<file path="src/rtl/dsp_mult_sched.sv">
// Round-robin scheduler sharing one dual 18x18 signed DSP among NUM_REQ requesters.
// Optional performance counters are enabled with `define DSP_SCHED_PERF_EN.

module dsp_2_18x18s #(
    parameter string FAMILY  = "Agilex",
    parameter int    LATENCY = 4
) (
    input  logic               clk,
    input  logic signed [17:0] ax,
    input  logic signed [17:0] ay,
    input  logic signed [17:0] bx,
    input  logic signed [17:0] by,
    output logic signed [35:0] resa,
    output logic signed [35:0] resb
);
    if (LATENCY < 2 || LATENCY > 4) begin : g_bad_latency
        $fatal(1, "dsp_2_18x18s: LATENCY must be 2..4");
    end
    if (FAMILY == "Arria 10" && LATENCY > 3) begin : g_bad_a10_latency
        $fatal(1, "dsp_2_18x18s: Arria 10 supports LATENCY 2..3");
    end

    logic signed [35:0] pipe_a [LATENCY];
    logic signed [35:0] pipe_b [LATENCY];

    // NOTE: the product pipeline is never reset; its contents are qualified by the tag valids.
    always_ff @(posedge clk) begin
        pipe_a[0] <= 36'(ax) * 36'(ay);
        pipe_b[0] <= 36'(bx) * 36'(by);
        for (int i = 1; i < LATENCY; i++) begin
            pipe_a[i] <= pipe_a[i-1];
            pipe_b[i] <= pipe_b[i-1];
        end
    end

    assign resa = pipe_a[LATENCY-1];
    assign resb = pipe_b[LATENCY-1];
endmodule

module dsp_mult_sched #(
    parameter string FAMILY  = "Agilex",
    parameter int    LATENCY = 4,
    parameter int    NUM_REQ = 4,
    parameter int    ID_W    = $clog2(NUM_REQ)
) (
    input  logic                    clk,
    input  logic                    rst_n,
    input  logic                    en,
    input  logic [NUM_REQ-1:0]      req_valid,
    output logic [NUM_REQ-1:0]      req_ready,
    input  logic [NUM_REQ*18-1:0]   req_x,
    input  logic [NUM_REQ*18-1:0]   req_y,
    output logic                    res_valid_a,
    output logic [ID_W-1:0]         res_id_a,
    output logic signed [35:0]      res_a,
    output logic                    res_valid_b,
    output logic [ID_W-1:0]         res_id_b,
    output logic signed [35:0]      res_b
`ifdef DSP_SCHED_PERF_EN
    ,
    input  logic                    perf_clr,
    output logic [31:0]             perf_busy,
    output logic [31:0]             perf_dual
`endif
);
    if (NUM_REQ < 2 || NUM_REQ > 16) begin : g_bad_num_req
        $fatal(1, "dsp_mult_sched: NUM_REQ must be 2..16");
    end

    typedef struct packed {
        logic            valid;
        logic [ID_W-1:0] id;
    } tag_t;

    logic signed [17:0] x_arr [NUM_REQ];
    logic signed [17:0] y_arr [NUM_REQ];

    for (genvar g = 0; g < NUM_REQ; g++) begin : g_unpack
        assign x_arr[g] = req_x[18*g +: 18];
        assign y_arr[g] = req_y[18*g +: 18];
    end

    logic [ID_W-1:0] rr_ptr, rr_next, last_id;
    logic [ID_W-1:0] sel_a, sel_b;
    logic            grant_a, grant_b;
    logic [ID_W:0]   idx;

    // NOTE: every variable gets a default before the scan so no latch is inferred.
    always_comb begin
        grant_a = 1'b0;
        grant_b = 1'b0;
        sel_a   = '0;
        sel_b   = '0;
        idx     = '0;
        for (int i = 0; i < NUM_REQ; i++) begin
            idx = {1'b0, rr_ptr} + (ID_W+1)'(i);
            if (idx >= (ID_W+1)'(NUM_REQ)) idx = idx - (ID_W+1)'(NUM_REQ);
            if (en && req_valid[idx[ID_W-1:0]]) begin
                if (!grant_a) begin
                    grant_a = 1'b1;
                    sel_a   = idx[ID_W-1:0];
                end else if (!grant_b) begin
                    grant_b = 1'b1;
                    sel_b   = idx[ID_W-1:0];
                end
            end
        end
    end

    always_comb begin
        req_ready = '0;
        if (grant_a) req_ready[sel_a] = 1'b1;
        if (grant_b) req_ready[sel_b] = 1'b1;
    end

    assign last_id = grant_b ? sel_b : sel_a;
    assign rr_next = (last_id == ID_W'(NUM_REQ - 1)) ? '0 : last_id + 1'b1;

    tag_t               iss_a, iss_b;
    logic signed [17:0] iss_ax, iss_ay, iss_bx, iss_by;

    // NOTE: sequential state uses non-blocking assignments so all registers update together.
    always_ff @(posedge clk or negedge rst_n) begin
        if (!rst_n) begin
            rr_ptr <= '0;
            iss_a  <= '0;
            iss_b  <= '0;
        end else begin
            if (grant_a) rr_ptr <= rr_next;
            iss_a <= '{valid: grant_a, id: sel_a};
            iss_b <= '{valid: grant_b, id: sel_b};
        end
    end

    always_ff @(posedge clk) begin
        iss_ax <= grant_a ? x_arr[sel_a] : '0;
        iss_ay <= grant_a ? y_arr[sel_a] : '0;
        iss_bx <= grant_b ? x_arr[sel_b] : '0;
        iss_by <= grant_b ? y_arr[sel_b] : '0;
    end

    dsp_2_18x18s #(
        .FAMILY  (FAMILY),
        .LATENCY (LATENCY)
    ) u_dsp (
        .clk  (clk),
        .ax   (iss_ax),
        .ay   (iss_ay),
        .bx   (iss_bx),
        .by   (iss_by),
        .resa (res_a),
        .resb (res_b)
    );

    // Tags travel alongside the DSP stages so each product leaves with its requester ID.
    tag_t tag_a [LATENCY];
    tag_t tag_b [LATENCY];

    always_ff @(posedge clk or negedge rst_n) begin
        if (!rst_n) begin
            for (int i = 0; i < LATENCY; i++) begin
                tag_a[i] <= '0;
                tag_b[i] <= '0;
            end
        end else begin
            tag_a[0] <= iss_a;
            tag_b[0] <= iss_b;
            for (int i = 1; i < LATENCY; i++) begin
                tag_a[i] <= tag_a[i-1];
                tag_b[i] <= tag_b[i-1];
            end
        end
    end

    assign res_valid_a = tag_a[LATENCY-1].valid;
    assign res_id_a    = tag_a[LATENCY-1].id;
    assign res_valid_b = tag_b[LATENCY-1].valid;
    assign res_id_b    = tag_b[LATENCY-1].id;

`ifdef DSP_SCHED_PERF_EN
    always_ff @(posedge clk or negedge rst_n) begin
        if (!rst_n) begin
            perf_busy <= '0;
            perf_dual <= '0;
        end else if (perf_clr) begin
            perf_busy <= '0;
            perf_dual <= '0;
        end else begin
            if (grant_a && perf_busy != '1) perf_busy <= perf_busy + 1'b1;
            if (grant_b && perf_dual != '1) perf_dual <= perf_dual + 1'b1;
        end
    end
`endif
endmodule

</file>
<file path="config.mk">
export PLATFORM = sky130hd
export DESIGN_NAME = dsp_mult_sched
export DESIGN_NICKNAME = d
export VERILOG_FILES = /design/src/rtl/dsp_mult_sched.sv
export SDC_FILE = /design/constraint.sdc
export NUM_CORES = 2
export LEC_CHECK = 0
export ABC_CLOCK_PERIOD_IN_PS = 5800
export BUFFER_PORTS_ARGS = -buffer_cell sky130_fd_sc_hd__buf_2
export CAP_MARGIN = 20
export CELL_PAD_IN_SITES_DETAIL_PLACEMENT = 1
export CELL_PAD_IN_SITES_GLOBAL_PLACEMENT = 1
export CORE_UTILIZATION = 45
export DETAILED_ROUTE_END_ITERATION = 16
export HOLD_SLACK_MARGIN = 0.12
export PLACE_DENSITY_LB_ADDON = 0.1
export SYNTH_ARGS = -nofsm -noshare
export SYNTH_HDL_FRONTEND = slang
export SYNTH_HIERARCHICAL = 1
export SYNTH_SLANG_ARGS = --single-unit
</file>
<file path="constraint.sdc">
create_clock -name clk -period 5.8 [get_ports clk]
set_input_delay 1.74 -clock clk [delete_from_list [all_inputs] [get_ports clk]]
set_output_delay 1.74 -clock clk [all_outputs]
set_load 0.02 [all_outputs]
</file>
==> key figures <==
Route
  – Antenna Nets Post-Route: 0
  – Drt pass-1 iters: 5
  – Vias: 25700
  – DR iter-0 viols: 972
  – DRC: 0
  – DR WL/cell: 20.4 µm
  – Routed vias/inst: 5.04
  – DRT Wirelength: 104000 µm

STA
  – RSZ-0062 raised after global routing: true
  – Worst-margin pin slew: 0.724 ns
  – Worst setup margin: -0.205 ns
  – Final setup vio count: 11
  – Max-slew violation count: 0
  – Worst hold slack: 0.304 ns
  – Clock skew: 0.0279 ns
  – Fin crit share: 104%
  – FMAX: 167 MHz
  – Hold Violations, Final: 0
  – Max_slew headroom: 51.7%
  – Post-layout minimum cycle time: 6.01 ns

Synthesis
  – EDFF count, synth: 0
  – Top post-synthesis cells by area: fa_1 (37%), dfxtp_1 (20%), inv_1 (7.9%)
  – Async SR Flop Fraction: 8.16%
  – Largest area contributor in the netlist: fa_1
  – Cell area after synthesis: 35700 µm²
  – YS warnings: 6
  – Post-synthesis cell type count: 90
  – Yosys reg bits: 392
  – Main synth FF type: dfxtp_1
  – Top-area cell type share of the netlist area: 36.9%
  – Post-Syn Nets: 4439
  – Sequential-to-total area share from yosys stat: 22.5%
  – Mapped Cells: 3442
  – Syn_area_per_cell: 10.4 µm²

Place
  – DPL Wire Length: 84100 µm
  – PortBufs: 232
  – Final GP Congestion: 0.877
  – Place WS: -0.678 ns

Clock tree
  – Clock latency on the worst-skew pair: 0.60 ns
  – CTS buffer count: 43
  – Clock Tree Root: clkbuf_16
  – Worst-path clk slew: 0.07 ns
  – Maximum buffer depth of the clock tree: 3
  – CTS tree: built
  – Clk sinks: 392
  – H-tree levels: 2

Setup path
  – CP startpoint kind: flip-flop
  – R2R Setup Slk: -0.21 ns
  – Crit path required time: 6.28 ns
  – Critical Path AT: 6.48 ns
  – Worst reg2reg path endpoint: u_dsp/pipe_b[0][32]
  – CP max FO: 5
  – Crit path kind: reg2reg
  – Reg2Reg Depth: 22
  – Crit path to: u_dsp/pipe_b[0][32]
  – Worst setup EP type: flip-flop
  – Crit. Startpoint: iss_bx[10]
  – Reg2reg start: iss_bx[10]

Global route
  – Met3 Use GR: 3.96%
  – Largest net degree at the start of global routing: 39
  – Vias in the first global route: 29800
  – GRT Overall Usage: 26.2%
  – First-pass GRT wire length: 163000 µm
  – Met1 Track Usage GR: 31.8%
  – Total grt overflow: 0
  – Initial antenna violation count: 11
  – GRT busiest layer: met2
  – GR Layer Usage met2: 47.5%

Job
  – Max cap viols: 0

Finish
  – Most frequent cells in the layout: inv_1 (701), fa_1 (631), buf_4 (374)
  – P&R area growth vs syn: 23.6%
  – Fill count: 8472
  – Most common cell after layout, fill and taps aside: inv_1
  – Layout cells sized above 1: 27.9%
  – Total Nets Final: 5019

Floorplanning
  – Die Footprint: 80400 µm²
  – Die H: 284 µm
  – Effective utilization at floorplan: 45.7%
  – Core Area: 78000 µm²
  – Rows: 102
  – IO Count: 233
  – DIE WIDTH: 284 µm

Worst hold path
  – HP Class: reg2reg

Status
  – Outcome: complete, but fails checks
  – Failing checks: setup timing
-- logic make-up after synthesis --
kind of cell / share of synthesized area (%)
and+or+nand+nor: 12.9
buffers and inverters: 9.97
adders and majority gates: 43.5
DFF: 22.5
AOI/OAI and AO/OA: 4.66
muxes: 4.68
xor gates and xnor gates: 1.79
-- cell usage after synthesis (20+ instances only) --
cell type / instances
nand2b_1: 20
a21oi_1: 45
mux2i_1: 33
nand3_1: 45
nand2_1: 330
a21o_1: 22
and2_1: 374
dfrtp_1: 32
inv_1: 753
mux4_2: 40
dfxtp_1: 360
mux2_2: 32
clkbuf_1: 97
xnor2_1: 59
o21ai_0: 37
o21ai_1: 31
ha_1: 188
fa_1: 658
nor2_1: 69
-- registers in the layout, indices dropped and copies added, names as in the netlist, 9 cells and up --
register / cells
iss_ax: 18
u_dsp/pipe_a: 144
iss_by: 18
u_dsp/pipe_b: 144
tag_b: 9
iss_ay: 18
tag_a: 9
iss_bx: 18
-- stage by stage --
step                setup TNS, ns  utilization (%)  std cells  cell area, µm²
global route                -4.34             56.5       5097           44100
global placement            -9.63             51.8       4939           40400
floorplan                 -0.0139                -       3442           35800
detailed placement         -12.37             51.8       4939           40400
CTS                         -1.03             55.3       5063           43100
finish                     -0.930             56.5       5099           44100
-- worst min-delay path by stage --
stage                                     end  depth (start not counted)           startpoint
final                     u_dsp/pipe_a[2][32]                          0  u_dsp/pipe_a[1][32]
after global routing      u_dsp/pipe_a[2][32]                          0  u_dsp/pipe_a[1][32]
after CTS                 u_dsp/pipe_a[2][32]                          0  u_dsp/pipe_a[1][32]
after detailed placement  u_dsp/pipe_a[1][11]                          0  u_dsp/pipe_a[0][11]
after global placement    u_dsp/pipe_a[2][27]                          0  u_dsp/pipe_a[1][27]
after floorplan            u_dsp/pipe_a[1][0]                          0   u_dsp/pipe_a[0][0]
-- critical path: stages (launching register included) --
cell,delay [ns]
dfxtp_4,0.38
buf_6,0.13
and2_1,0.16
fa_1,0.51
inv_1,0.05
fa_1,0.45
fa_1,0.52
inv_2,0.06
fa_1,0.47
fa_1,0.50
inv_1,0.05
fa_1,0.49
inv_2,0.05
ha_4,0.30
o21ai_4,0.08
a211oi_4,0.30
nor4_4,0.08
buf_4,0.15
a211oi_4,0.31
o2111a_2,0.31
a211oi_2,0.06
or3_4,0.35
xnor2_1,0.13
-- routing by layer --
| layer | wire length, µm | part of all wire (%) |
|---|---|---|
| met5 | 33 | 0.032 |
| met4 | 3150 | 3.0 |
| met3 | 4650 | 4.5 |
| met2 | 54600 | 53 |
| met1 | 41500 | 40 |
-- area by class of cell --
type,instances,area [µm²],share of cell area [%]
clock inverters,17,259,0.587
flip-flops and latches,392,8170,18.5
well taps,1040,1300,2.95
multi-input cells,2161,25300,57.4
inverters,753,2840,6.43
repair buffers,671,4910,11.1
clock buffers,63,1310,2.98
diodes,2,5.00,0.0114
-- what timing repair did --
item / CTS / global route
pin swaps: 99 / 129
gates cloned: 0 / 0
resized for setup: 241 / 186
endpoints found under the hold margin: 0 / 0
setup endpoints to repair: 32 / 29
hold buffers: 0 / 0
setup buffers: 49 / 40
Power is not shown: default switching activity piles up to over one toggle a cycle in this logic, so the estimate is an artifact.
